<file path="src/rtl/bcd_pkg.sv">
// Shared encodings and digit constants for the sequential BCD-to-binary decoder.
package bcd_pkg;

  typedef enum logic [1:0] {
    S_IDLE  = 2'd0,
    S_SHIFT = 2'd1,
    S_DONE  = 2'd2
  } state_t;

  localparam logic [3:0] BCD_MAX     = 4'd9;
  localparam logic [3:0] CORR_THRESH = 4'd8;
  localparam logic [3:0] CORR_SUB    = 4'd3;

endpackage

</file>
<file path="src/rtl/bcd_digit_corr.sv">
// Reverse double-dabble digit fix-up: a digit that reached 8+ after a right shift
// had a borrowed ten land in it as 8, so pull it back to 5 by subtracting 3.
module bcd_digit_corr
  import bcd_pkg::*;
(
  input  logic [3:0] d_in,
  output logic [3:0] d_out
);

  assign d_out = (d_in >= CORR_THRESH) ? (d_in - CORR_SUB) : d_in;

endmodule

</file>
<file path="src/rtl/bcd_to_binary_seq.sv">
// Sequential BCD-to-binary converter: one reverse double-dabble step per clock,
// start/busy/done handshake, illegal digits reported through err instead of converted.
module bcd_to_binary_seq
  import bcd_pkg::*;
#(
  parameter int DIGITS = 2,
  parameter int BIN_W  = 7
) (
  input  logic                  clk,
  input  logic                  rst,
  input  logic                  start,
  input  logic [4*DIGITS-1:0]   bcd_in,
  output logic                  busy,
  output logic                  done,
  output logic [BIN_W-1:0]      bin_out,
  output logic                  err
);

  localparam int CNT_W = $clog2(BIN_W + 1);

  state_t              state, state_nxt;
  logic [4*DIGITS-1:0] bcd_reg, bcd_shift, bcd_corr;
  logic [BIN_W-1:0]    bin_reg, bin_shift;
  logic [CNT_W-1:0]    cnt;
  logic [DIGITS-1:0]   dig_bad;
  logic                any_bad, last_step;

  // The combined {bcd_reg, bin_reg} word moves right; the BCD LSB feeds the binary MSB.
  assign bcd_shift = bcd_reg >> 1;
  assign bin_shift = {bcd_reg[0], bin_reg[BIN_W-1:1]};

  for (genvar g = 0; g < DIGITS; g++) begin : g_dig
    bcd_digit_corr u_corr (
      .d_in  (bcd_shift[4*g +: 4]),
      .d_out (bcd_corr[4*g +: 4])
    );
    assign dig_bad[g] = (bcd_in[4*g +: 4] > BCD_MAX);
  end

  assign any_bad   = |dig_bad;
  assign last_step = (cnt == CNT_W'(BIN_W - 1));
  assign busy      = (state != S_IDLE);
  assign done      = (state == S_DONE);

  always_comb begin
    state_nxt = state;
    case (state)
      S_IDLE:  if (start) state_nxt = any_bad ? S_DONE : S_SHIFT;
      S_SHIFT: if (last_step) state_nxt = S_DONE;
      S_DONE:  state_nxt = S_IDLE;
      default: state_nxt = S_IDLE;
    endcase
  end

  always_ff @(posedge clk or posedge rst) begin
    if (rst) begin
      state <= S_IDLE;
    end else begin
      state <= state_nxt;
    end
  end

  always_ff @(posedge clk or posedge rst) begin
    if (rst) begin
      bcd_reg <= '0;
      bin_reg <= '0;
      cnt     <= '0;
      bin_out <= '0;
      err     <= 1'b0;
    end else begin
      case (state)
        S_IDLE: begin
          if (start) begin
            bcd_reg <= bcd_in;
            bin_reg <= '0;
            cnt     <= '0;
            if (any_bad) begin
              bin_out <= '0;
              err     <= 1'b1;
            end
          end
        end
        S_SHIFT: begin
          bcd_reg <= bcd_corr;
          bin_reg <= bin_shift;
          cnt     <= cnt + CNT_W'(1);
          // Publish the freshly shifted word so the result lands on the DONE-entry edge.
          if (last_step) begin
            bin_out <= bin_shift;
            err     <= 1'b0;
          end
        end
        default: ;
      endcase
    end
  end

endmodule
</file>
<file path="config.mk">
export PLATFORM = sky130hd
export DESIGN_NAME = bcd_to_binary_seq
export DESIGN_NICKNAME = d
export VERILOG_FILES = /design/src/rtl/bcd_pkg.sv /design/src/rtl/bcd_digit_corr.sv /design/src/rtl/bcd_to_binary_seq.sv
export SDC_FILE = /design/constraint.sdc
export NUM_CORES = 1
export LEC_CHECK = 0
export ABC_AREA = 1
export BUFFER_PORTS_ARGS = -buffer_cell sky130_fd_sc_hd__buf_2
export CELL_PAD_IN_SITES_DETAIL_PLACEMENT = 1
export CELL_PAD_IN_SITES_GLOBAL_PLACEMENT = 1
export CORE_UTILIZATION = 41
export DETAILED_ROUTE_END_ITERATION = 8
export PLACE_DENSITY_LB_ADDON = 0.12
export SYNTH_ARGS = -nofsm -noshare
export SYNTH_HDL_FRONTEND = slang
export SYNTH_SLANG_ARGS = --single-unit
</file>
<file path="constraint.sdc">
create_clock -name clk -period 1.6 [get_ports clk]
set_input_delay 0.24 -clock clk [delete_from_list [all_inputs] [get_ports clk]]
set_output_delay 0.24 -clock clk [all_outputs]
set_load 0.03 [all_outputs]
</file>
* Word level (Yosys, flattened, before mapping)
Index checks and enable logic that the tools add are counted.
** Word-level totals
- Register bits :: 28
- Input port bits :: 11
- Word-level logic and storage cells :: 46
** Cells by class
- $add $sub $neg :: 3
- Order comparisons :: 4
- Equal/unequal tests :: 6
- Muxes and demuxes :: 20
- Reductions and logical operators :: 7
** Operators with widths (number)
- $mux 7 :: 4
- $pmux 7 s2 :: 2
- $pmux 8 s2 :: 1
- $gt 4x4->1 const B :: 2
- $mux 4 :: 2
- $mux 8 :: 1
- $mux 2 :: 3
- $ne 2x2->1 const B :: 3
- $pmux 3 s2 :: 1
- $ge 3x4->1 const B :: 1
- $ge 4x4->1 const B :: 1
- $pmux 2 s2 :: 1
- $reduce_and 2->1 :: 2
- $reduce_and 4->1 :: 1
- $reduce_bool 2->1 :: 2
- $sub 3x2->4 const B :: 1
- $sub 4x2->4 const B :: 1
- $add 3x1->3 const B :: 1
- $eq 3x3->1 const B :: 1
- $mux 1 :: 3
- $mux 3 :: 1
- $eq 2x1->1 const B :: 1
- $eq 2x2->1 const B :: 1
- $logic_not 2->1 :: 1
- other kinds (2) :: 2

* Logic depth before layout (Yosys ltp)
- Word-level depth :: 5
- Gate-level depth with buffers :: 9
- Gate-level depth less buffers :: 9

* Cells and area by module
From an unflattened synthesis, not the netlist that was laid out.
** Second synthesis, totals
- Cell total of the unflattened synthesis :: 170
- Area total of the unflattened synthesis :: 1390.1 um^2
** By module, submodules not included
- bcd_to_binary_seq :: times used 1, cells an instance 138, area an instance 1212.4 um^2, sequential area each 675.6 um^2
- bcd_digit_corr :: times used 2, cells an instance 16, area an instance 88.8 um^2, sequential area each 0.0 um^2

* Worst setup path after synthesis
No wires, ideal clock.
- Path type :: register to register
- Start :: register cnt[0]
- End :: register bin_out[0]
- Setup time :: 0.118 ns
- Arrival time :: 1.064 ns
- Required time :: 1.482 ns
- Setup slack :: 0.418 ns
- Stages on the path, launching flop included :: 10
- Cell sequence :: dfrtp_1 > inv_1 > ha_1 > nand2_1 > inv_2 > nor2_2 > nor2_4 > nand2_4 > nand2_1 > nand2_1
** On the way
- Word-level cells in the longest chain between the ends :: 3
** RTL lines
- from (decl) :: line bcd_to_binary_seq.sv:24 : logic [CNT_W-1:0] cnt;
- from (signal assigned) :: line bcd_to_binary_seq.sv:86 : cnt <= cnt + CNT_W'(1);
- $eq 3x3->1 :: line bcd_to_binary_seq.sv:41 : assign last_step = (cnt == CNT_W'(BIN_W - 1));
- $ne 2x2->1 (no source line)
- $reduce_and 4->1 (no source line)
- to (signal assigned) :: line bcd_to_binary_seq.sv:89 : bin_out <= bin_shift;
- to (decl) :: line bcd_to_binary_seq.sv:15 : output logic [BIN_W-1:0] bin_out,
Every way passes these cells.
A chain may end at the register's enable or synchronous reset.

* Worst setup path after layout
- Start :: register state[0]
- End :: output port busy
** On the way
- Word-level cells in the longest chain between the ends :: 1
** RTL lines
- from (decl) :: line bcd_to_binary_seq.sv:21 : state_t state, state_nxt;
- from (signal assigned) :: line bcd_to_binary_seq.sv:59 : state <= state_nxt;
- $reduce_bool 2->1 :: line bcd_to_binary_seq.sv:42 : assign busy = (state != S_IDLE);
- to (decl) :: line bcd_to_binary_seq.sv:13 : output logic busy,
Every way passes these cells.

==> impl_metrics.ini <==
[sta]
period_utilization_pct = 95.7
report.final.slew_viol_count = 0
slew_headroom_pct = 76.9
postLayoutSetupSlackWorst_ns = 0.0692
final_hold_violation_count = 0
clock_skew_ns = 0.00669
transition_time_at_the_pin_with_the_least_slew_margin_ns = 0.346
timing.final.crit_period_ns = 1.53
fmax_mhz = 653
timing.final.setup_violations = 0

[flow_run]
cap_viol_max_count = 0

[placed_design]
gp_routability_congestion = 0.728
dp_worst_setup_slack_ns = 0.255
detailedPlacementHpwl_mm = 2.09
post_dp_cell_area_mm2 = 0.00145
port_buffers = 20

[cells_and_area]
largest_register_ff_count = 8
design_area_mm2 = 0.00149
nets = 190
drive_gt1_share_pct = 23.0
final_core_util_pct = 48.8
area_growth_syn_to_layout_pct = 13.8
diodes = 0

[die]
initial_core_util_pct = 42.9
fp.dieArea_mm2 = 0.00343
rows = 20
floorplan.io_pins = 21
core_mm2 = 0.00305
die-height_um = 58.5
die_width_um = 58.5

[yosys]
ys_dominant_reg_cell = dfrtp_1
yosysSeqAreaShare_pct = 51.6
syn-cell-area_mm2 = 0.00131
synth_enable_flop_cells = 0
ys_async_sr_fraction_pct = 100
synth_commonest_cells = nand2_1, dfrtp_1, inv_1
synth_largest_area_cell = dfrtp_1
yosys_warnings = 0
synth_cell_types = 24
postSynthNetCount = 165
syn_avg_cell_area_um2 = 8.73
postSynthRegisterBits = 27
post-synth-top-area-fraction_pct = 51.6
synthesis.instances = 150
post-synth-top-count-cell = nand2_1
synth.area.top_cells = dfrtp_1, nand2_1, inv_1

[clock_tree]
clk_pin_slew_ns = 0.16
cts_root_buffer_type = clkbuf_4
cts-root-to-sink-buffers = 2
clock_tree.htree_level_count = 1
cts-buffers-inserted = 3
clock_tree_from_tritoncts = done
cts.sink_count = 27
post-cts-setup-buffer-count = 0
worstSkewPairLatency_ns = 0.34

[global_route]
gr_usage_total_pct = 19.7
via_count_of_the_first_global_routing_pass = 1151
grt_max_degree = 28
grt_first_pass_wirelength_mm = 5.09
initial_antenna_violation_count = 0
grt_remaining_overflow = 0

[route]
dr.pass1.iters = 4
detail_route.drc_violations = 0
first_iter_violations = 30
detail-route-antenna-nets = 0
wire_per_inst_um = 13.1
vias = 1079
drt-vias-per-instance = 4.95
drt-total-wl_mm = 2.86

[power_and_ir_drop]
power-per-cell-area_mw_per_mm2 = 1630
vdd_drop_max_mv = 0.688
p_total_mw = 2.43
power_leakage_nw = 0.791

[run_status]
outcome = finished clean

[setup_path]
worst_ep_arrival_time_ns = 1.29
crit_fanout = 7
crit_path_class = flip-flop to output port
critPathRequiredTime_ns = 1.36
setup.worst_path.start_class = flip-flop
end_kind = output port

[min_path]
hp-class = input pin to flip-flop
critical path: stages (launching register included):
cell     delay [ns]
dfrtp_2        0.50
nor2_2         0.22
inv_1          0.06
buf_2          0.17
cell type report:
class / instances / area, um2
Sequential cell: 27 / 677
Inverter: 22 / 82.6
Fill cell: 389 / 1560
Multi-Input combinational cell: 96 / 505
Timing Repair Buffer: 25 / 140
Clock buffer: 3 / 22.5
Tap cell: 44 / 55.1
Clock inverter: 1 / 7.51
cell usage in the layout, fill, tap and decap left out, types with 2 or more instances in the layout:
master     n
a21oi_1    3
buf_2     20
buf_4      4
clkbuf_4   3
dfrtp_1   26
ha_1       4
inv_1     19
inv_2      3
nand2_1   39
nand3_1    2
nand4_1    7
nor2_1     7
nor2_2     3
o21ai_0   12
o21ai_1    5
o22ai_1    6
metrics by stage:
stage | cells | TNS [ns] | hold slack (ns)
2_1_floorplan | 150 | 0 | 0.293
3_3_place_gp | 213 | 0 | 0.315
3_5_place_dp | 213 | 0 | 0.333
4_1_cts | 218 | 0 | 0.153
5_1_grt | 218 | -0.00366 | 0.176
6_report | 218 | 0 | 0.153
path summary, 6_finish.rpt:
path,from,slack [ns],end,cells past startpoint
worst max-delay path,state[0],0.07,busy,3
worst min-delay path,bcd_in[7],0.15,bcd_reg[7],3
worst max register to register,cnt[0],0.23,bin_out[2],9
worst min register to register,bin_out[4],0.49,bin_out[4],2
max in group asynchronous,rst,0.85,state[0],4
min in group asynchronous,rst,0.47,bcd_reg[3],4
logic make-up (layout without fill, tap and decap cells):
kind of cell / count (synthesis) / count (layout) / share of synthesized area [%]
adders and majority gates: 4 / 4 / 3.82
xor gates and xnor gates: 2 / 2 / 1.34
AOI/OAI and AO/OA: 28 / 28 / 11.7
buffers and inverters: 27 / 51 / 9.84
and+or+nand+nor: 62 / 62 / 21.7
DFF: 27 / 27 / 51.6
repair_timing:
action,CTS,global route
hold buffers,1,0
gates resized for setup,0,1
setup endpoints to repair,0,1
endpoints found under the hold margin,27,0
where the power goes:
group	internal [mW]	switching [mW]
Clock	0.0960	0.226
Combinational	0.361	0.716
Sequential	0.875	0.160
Total	1.33	1.10
layer usage:
metal	track usage (%)	vias up	share of wire, %	wire (um)
met2	33.2	17	47	1340
met1	25.8	526	49	1400
met3	2.64	5	2.6	73
li1	-	531	-	-
met5	0	-	0	0
met4	7.14	0	1.7	48
No activity file was read; power rests on OpenSTA's default activity.
